`config.mk`:
```
export PLATFORM = sky130hd
export DESIGN_NAME = axis_red_pitaya_4ch_decim
export DESIGN_NICKNAME = d
export VERILOG_FILES = /design/src/rtl/axis_red_pitaya_4ch_decim.sv
export SDC_FILE = /design/constraint.sdc
export NUM_CORES = 1
export LEC_CHECK = 0
export BUFFER_PORTS_ARGS = -buffer_cell sky130_fd_sc_hd__buf_2
export CORE_UTILIZATION = 41
export CTS_CLUSTER_SIZE = 24
export DETAILED_ROUTE_END_ITERATION = 8
export HOLD_SLACK_MARGIN = 0.08
export SYNTH_ARGS = -nofsm -noshare
export SYNTH_HDL_FRONTEND = slang
export SYNTH_SLANG_ARGS = --single-unit
```
`constraint.sdc`:
```
create_clock -name aclk -period 6.29 [get_ports aclk]
set_clock_uncertainty 0.1 [all_clocks]
set_input_delay 1.258 -clock aclk [delete_from_list [all_inputs] [get_ports aclk]]
set_output_delay 1.258 -clock aclk [all_outputs]
set_load 0.005 [all_outputs]
```
`src/rtl/axis_red_pitaya_4ch_decim.sv`:
```
// Four-lane boxcar decimator for the Red Pitaya ADC stream: sums 2^L beats per lane
// and emits the arithmetic average as a sign-extended 14-bit value on an AXI-Stream port.
module axis_red_pitaya_4ch_decim #(
    parameter int unsigned MAX_LOG2 = 8
) (
    input  logic        aclk,
    input  logic        areset,
    input  logic [3:0]  cfg_log2,
    input  logic [63:0] s_axis_tdata,
    input  logic        s_axis_tvalid,
    output logic        s_axis_tready,
    output logic [63:0] m_axis_tdata,
    output logic        m_axis_tvalid,
    input  logic        m_axis_tready,
    output logic        overrun
);

    localparam int unsigned LANES  = 4;
    localparam int unsigned ADC_W  = 14;
    localparam int unsigned LANE_W = 16;
    localparam int unsigned ACC_W  = ADC_W + MAX_LOG2;
    localparam int unsigned CNT_W  = MAX_LOG2;

    logic signed [ACC_W-1:0] acc     [LANES];
    logic signed [ACC_W-1:0] sum     [LANES];
    logic signed [ACC_W-1:0] shifted [LANES];
    logic signed [ADC_W-1:0] x       [LANES];

    logic [CNT_W-1:0] cnt;
    logic [CNT_W-1:0] last_idx;
    logic [CNT_W:0]   n_full;
    logic [3:0]       le;
    logic [3:0]       le_cfg;
    logic [63:0]      res_data;
    logic             last;
    logic             complete;
    logic             load;
    logic             drop;

    // The ADC stream is never throttled.
    assign s_axis_tready = 1'b1;

    // Block-length decode, per-lane sums and the shifted averages.
    always_comb begin
        le_cfg   = (32'(cfg_log2) > MAX_LOG2) ? 4'(MAX_LOG2) : cfg_log2;
        n_full   = (CNT_W+1)'(1) << le;
        last_idx = CNT_W'(n_full - (CNT_W+1)'(1));
        last     = (cnt == last_idx);
        complete = s_axis_tvalid && last;
        load     = complete && (!m_axis_tvalid || m_axis_tready);
        drop     = complete && m_axis_tvalid && !m_axis_tready;
        res_data = '0;
        for (int k = 0; k < LANES; k++) begin
            x[k]       = signed'(s_axis_tdata[LANE_W*k +: ADC_W]);
            sum[k]     = acc[k] + {{MAX_LOG2{x[k][ADC_W-1]}}, x[k]};
            shifted[k] = sum[k] >>> le;
            res_data[LANE_W*k +: LANE_W] =
                {{(LANE_W-ADC_W){shifted[k][ADC_W-1]}}, shifted[k][ADC_W-1:0]};
        end
    end

    // Accumulators, sample counter and the exponent latched per block.
    always_ff @(posedge aclk) begin
        if (areset) begin
            for (int k = 0; k < LANES; k++) acc[k] <= '0;
            cnt <= '0;
            le  <= le_cfg;
        end else if (s_axis_tvalid) begin
            if (last) begin
                for (int k = 0; k < LANES; k++) acc[k] <= '0;
                cnt <= '0;
                le  <= le_cfg;
            end else begin
                for (int k = 0; k < LANES; k++) acc[k] <= sum[k];
                cnt <= cnt + CNT_W'(1);
            end
        end
    end

    // Single output register; a result arriving while stalled is discarded.
    always_ff @(posedge aclk) begin
        if (areset) begin
            m_axis_tdata  <= '0;
            m_axis_tvalid <= 1'b0;
            overrun       <= 1'b0;
        end else begin
            if (load) begin
                m_axis_tdata  <= res_data;
                m_axis_tvalid <= 1'b1;
            end else if (m_axis_tready) begin
                m_axis_tvalid <= 1'b0;
            end
            if (drop) overrun <= 1'b1;
        end
    end

endmodule

```
==> impl_summary.log <==
INFO  metric run_status = complete, no violations
INFO  metric initial_core_utilization = 0.416
INFO  metric routed_via_density = 6.40
INFO  metric route.final.wire_length = 51.1 mm
INFO  metric floorplan.die.width = 194 um
INFO  metric cts_hold_buf = 0
INFO  metric max_slew_headroom = 0.210
INFO  metric drive_above_1_share = 0.153
INFO  metric layout_worst_path_cycle_share = 0.752
INFO  metric ys_types = 91
INFO  metric cts.sink_count = 158
INFO  metric final.hold.worst_slack = 0.366 ns
INFO  metric fillCellCount = 3620
INFO  metric antennaDiodeCount = 0
INFO  metric synth_simple_gate_area_share = 0.203
INFO  metric synth_edf_count = 70
INFO  metric synth-adder-area-share = 0.0762
INFO  metric grt.overflow.total = 0
INFO  metric grt_setup_unrepaired = no
INFO  metric setup_viol = 0
INFO  metric place_hpwl = 37.8 mm
INFO  metric final_period_minus_worst_setup_slack = 4.73 ns
INFO  metric place.port_buffers = 129
INFO  metric number_of_top_level_pins = 139
INFO  metric clock_tree.root_cell = sky130_fd_sc_hd__clkbuf_16
INFO  metric hold_path_startpoint = m_axis_tdata[49]
INFO  metric grt.total_usage = 0.270
INFO  metric grt_first_pass_wirelength = 80.6 mm
INFO  metric tritoncts = yes
INFO  metric synth.mux.area_fraction = 0.106
INFO  metric synthesis.nets = 1991
INFO  metric synthFlopType = sky130_fd_sc_hd__dfxtp_1
INFO  metric design.final.nets = 2030
INFO  metric drcViolationCount = 0
INFO  metric synthesis.area_per_instance = 8.30 um2
INFO  metric number_of_buffers_added_for_setup_after_cts = 0
INFO  metric cells_resized_by_post_cts_repair = 0
INFO  metric number_of_nets_still_failing_antenna_checks_after_routing = 0
INFO  metric route.vias.total = 15000
INFO  metric first_iter_violations = 1289
INFO  metric numCtsBuffers = 17
INFO  metric die-area = 37800 um2
INFO  metric area_growth_from_synthesis_to_layout = 9.51%
INFO  metric cts_buffer_depth = 2
INFO  metric power.leakage = 0.00690 uW
INFO  metric finalSetupTns = 0 ns
INFO  metric layout.cells.most_common_list = 230 x sky130_fd_sc_hd__nor2_1, 129 x sky130_fd_sc_hd__buf_2, 125 x sky130_fd_sc_hd__nand2_1
INFO  metric post_placement_cell_area = 16100 um2
INFO  metric r2r-start = le[0]
INFO  metric maximum_number_of_pins_on_one_net_before_global_route_repair = 83
INFO  metric floorplan.core_area = 36500 um2
INFO  metric worstSetupStartpointType = flop
INFO  metric worst_setup_startpoint = le[0]
INFO  metric seq_area_frac_synth = 0.255
INFO  metric setup.worst_path.class = flop to flop
INFO  metric htreeDepth = 4
INFO  metric final-max-slew-violation-count = 0
INFO  metric drv_cap = 0
INFO  metric fin_area = 16600 um2
INFO  metric vdd_ir_drop_max = 218 uV
INFO  metric worst_ep_required_time = 6.50 ns
INFO  metric detail_route.first_pass.iterations = 7
INFO  metric hold_violations = 0
INFO  metric clock_latency = 0.45 ns
INFO  metric postSynthCellCount = 1829
INFO  metric p_per_area = 268 nW/um2
INFO  metric endpoint_kind = flop
INFO  metric timing.critical_path.fanout_max = 39
INFO  metric synth_top_family_by_area = compound AO/OA/AOI/OAI gates
INFO  metric post_synth_instance_area = 15200 um2
INFO  metric layout.cells.most_common = sky130_fd_sc_hd__nor2_1
INFO  metric fraction_of_the_mapped_netlist_area_in_compound_gates = 0.269
INFO  metric grt_pass1_vias = 14000
INFO  metric cts.clk_slew.worst_paths = 0.07 ns
INFO  metric die_y = 194 um
INFO  metric avgRoutedWirePerCell = 21.8 um
INFO  metric yosysWarningCount = 0
INFO  metric timing_worst_slew_pin_value = 1.18 ns
INFO  metric routability_driven_placement_congestion_ratio = 0.909
INFO  metric synth.ff_latch_count = 158
INFO  metric std_cell_rows = 70
INFO  metric antenna_found_initial = 0
INFO  metric fmaxAchievable = 0.211 GHz
INFO  metric cp_data_arrival_time = 4.94 ns
INFO  metric synth-xor-area-share = 0.0461
INFO  metric ys_async_sr_fraction = 0
INFO  metric worstHoldPathType = flop to flop
## where the power goes
part           leakage [uW]  switching [uW]  internal (uW)  total [uW]
Clock              0.000275             486            567        1050
Combinational       0.00515            1350            859        2210
Sequential          0.00148            34.6           1160        1200
## cell usage after synthesis, types with 9 or more instances
| master | count | area (um2) |
|---|---|---|
| sky130_fd_sc_hd__mux4_2 | 34 | 766 |
| sky130_fd_sc_hd__o21a_1 | 16 | 120 |
| sky130_fd_sc_hd__o221ai_1 | 9 | 78.8 |
| sky130_fd_sc_hd__a21o_1 | 56 | 420 |
| sky130_fd_sc_hd__nand2_1 | 125 | 469 |
| sky130_fd_sc_hd__inv_1 | 36 | 135 |
| sky130_fd_sc_hd__o21ai_0 | 91 | 455 |
| sky130_fd_sc_hd__a211oi_1 | 43 | 323 |
| sky130_fd_sc_hd__o31ai_1 | 14 | 105 |
| sky130_fd_sc_hd__a21oi_1 | 116 | 581 |
| sky130_fd_sc_hd__nor4_1 | 15 | 93.8 |
| sky130_fd_sc_hd__a31o_2 | 9 | 78.8 |
| sky130_fd_sc_hd__nor3_1 | 44 | 220 |
| sky130_fd_sc_hd__and2_1 | 23 | 144 |
| sky130_fd_sc_hd__o2111ai_1 | 13 | 114 |
| sky130_fd_sc_hd__buf_2 | 16 | 80.1 |
| sky130_fd_sc_hd__buf_1 | 10 | 37.5 |
| sky130_fd_sc_hd__or3_1 | 18 | 113 |
| sky130_fd_sc_hd__a2111oi_0 | 11 | 96.3 |
| sky130_fd_sc_hd__o211ai_1 | 22 | 165 |
| sky130_fd_sc_hd__o31a_1 | 10 | 87.6 |
| sky130_fd_sc_hd__a311oi_1 | 14 | 123 |
| sky130_fd_sc_hd__edfxtp_1 | 70 | 2100 |
| sky130_fd_sc_hd__or2_2 | 13 | 81.3 |
| sky130_fd_sc_hd__a221oi_1 | 9 | 78.8 |
| sky130_fd_sc_hd__a31oi_1 | 17 | 106 |
| sky130_fd_sc_hd__xnor2_1 | 46 | 403 |
| sky130_fd_sc_hd__mux2i_1 | 49 | 490 |
| sky130_fd_sc_hd__nand3_1 | 40 | 200 |
| sky130_fd_sc_hd__o22ai_1 | 19 | 119 |
| sky130_fd_sc_hd__nand4_1 | 29 | 181 |
| sky130_fd_sc_hd__dfxtp_1 | 88 | 1760 |
| sky130_fd_sc_hd__a21boi_0 | 9 | 67.6 |
| sky130_fd_sc_hd__or4_1 | 9 | 67.6 |
| sky130_fd_sc_hd__clkbuf_1 | 98 | 368 |
| sky130_fd_sc_hd__xor2_1 | 32 | 280 |
| sky130_fd_sc_hd__and3_1 | 20 | 125 |
| sky130_fd_sc_hd__nor2_1 | 231 | 867 |
| sky130_fd_sc_hd__a211o_1 | 12 | 105 |
| sky130_fd_sc_hd__mux2_2 | 31 | 349 |
| sky130_fd_sc_hd__ha_1 | 86 | 1080 |
| sky130_fd_sc_hd__buf_4 | 9 | 67.6 |
| sky130_fd_sc_hd__nand2b_1 | 19 | 119 |
| sky130_fd_sc_hd__nor2b_1 | 12 | 75.1 |
## metal layers
metal,GRT usage,part of all wire,vias up
li1,-,-,7081
met1,0.361,0.44,7262
met2,0.427,0.45,619
met3,0.0557,0.080,81
met4,0.0982,0.028,0
met5,0,0,-
## kinds of logic (layout without fill, tap and decap cells)
kind of cell / after synthesis / in the layout
multiplexers: 114 / 114
flip-flops: 158 / 158
AO/OA/AOI/OAI: 584 / 584
XOR/XNOR: 79 / 79
AND/OR/NAND/NOR: 632 / 632
other: 1 / 1
adder cells (fa/ha/maj): 90 / 90
buffers and inverters: 171 / 223
## cell type report
cell class | count | area (um2) | share of cell area
Tap cell | 468 | 586 | 0.0352
Sequential cell | 158 | 3860 | 0.232
Clock inverter | 14 | 114 | 0.00685
Inverter | 38 | 145 | 0.00873
Timing Repair Buffer | 153 | 838 | 0.0504
Multi-Input combinational cell | 1500 | 10600 | 0.639
Clock buffer | 18 | 450 | 0.0271
## registers in the layout, indices dropped and copies added, names as in the netlist
| signal | count |
|---|---|
| le | 4 |
| overrun | 1 |
| m_axis_tdata | 56 |
| acc | 88 |
| m_axis_tvalid | 1 |
| cnt | 8 |
## final timing paths
kind	slack, ns	cells past startpoint	endpoint
worst min-delay path	0.37	1	m_axis_tdata[49]
worst max-delay path	1.56	12	m_axis_tdata[16]
worst min register to register	0.37	1	m_axis_tdata[49]
worst max register to register	1.56	12	m_axis_tdata[16]
## stage by stage
step | util | setup slack [ns] | cells | total power [uW]
after CTS | 0.455 | 1.61 | 2349 | 4440
after detailed placement | 0.440 | 1.40 | 2317 | 3380
after floorplan | - | 1.91 | 1829 | 2840
after global placement | 0.440 | 1.42 | 2317 | 3360
after global routing | 0.455 | 1.41 | 2349 | 4730
final | 0.455 | 1.56 | 2349 | 4460
## worst max-delay path: stages (launching register included)
cell                       delay [ns]
sky130_fd_sc_hd__edfxtp_1        0.44
sky130_fd_sc_hd__inv_4           0.20
sky130_fd_sc_hd__nor2_1          0.51
sky130_fd_sc_hd__nand2_1         0.13
sky130_fd_sc_hd__ha_1            0.31
sky130_fd_sc_hd__xnor2_1         0.22
sky130_fd_sc_hd__xnor2_1         0.09
sky130_fd_sc_hd__or4_1           0.40
sky130_fd_sc_hd__a211o_1         0.41
sky130_fd_sc_hd__nor3_4          0.49
sky130_fd_sc_hd__nand2_1         0.40
sky130_fd_sc_hd__o32ai_1         0.78
sky130_fd_sc_hd__nor3_1          0.10
Power figures use the tool's default switching activity.
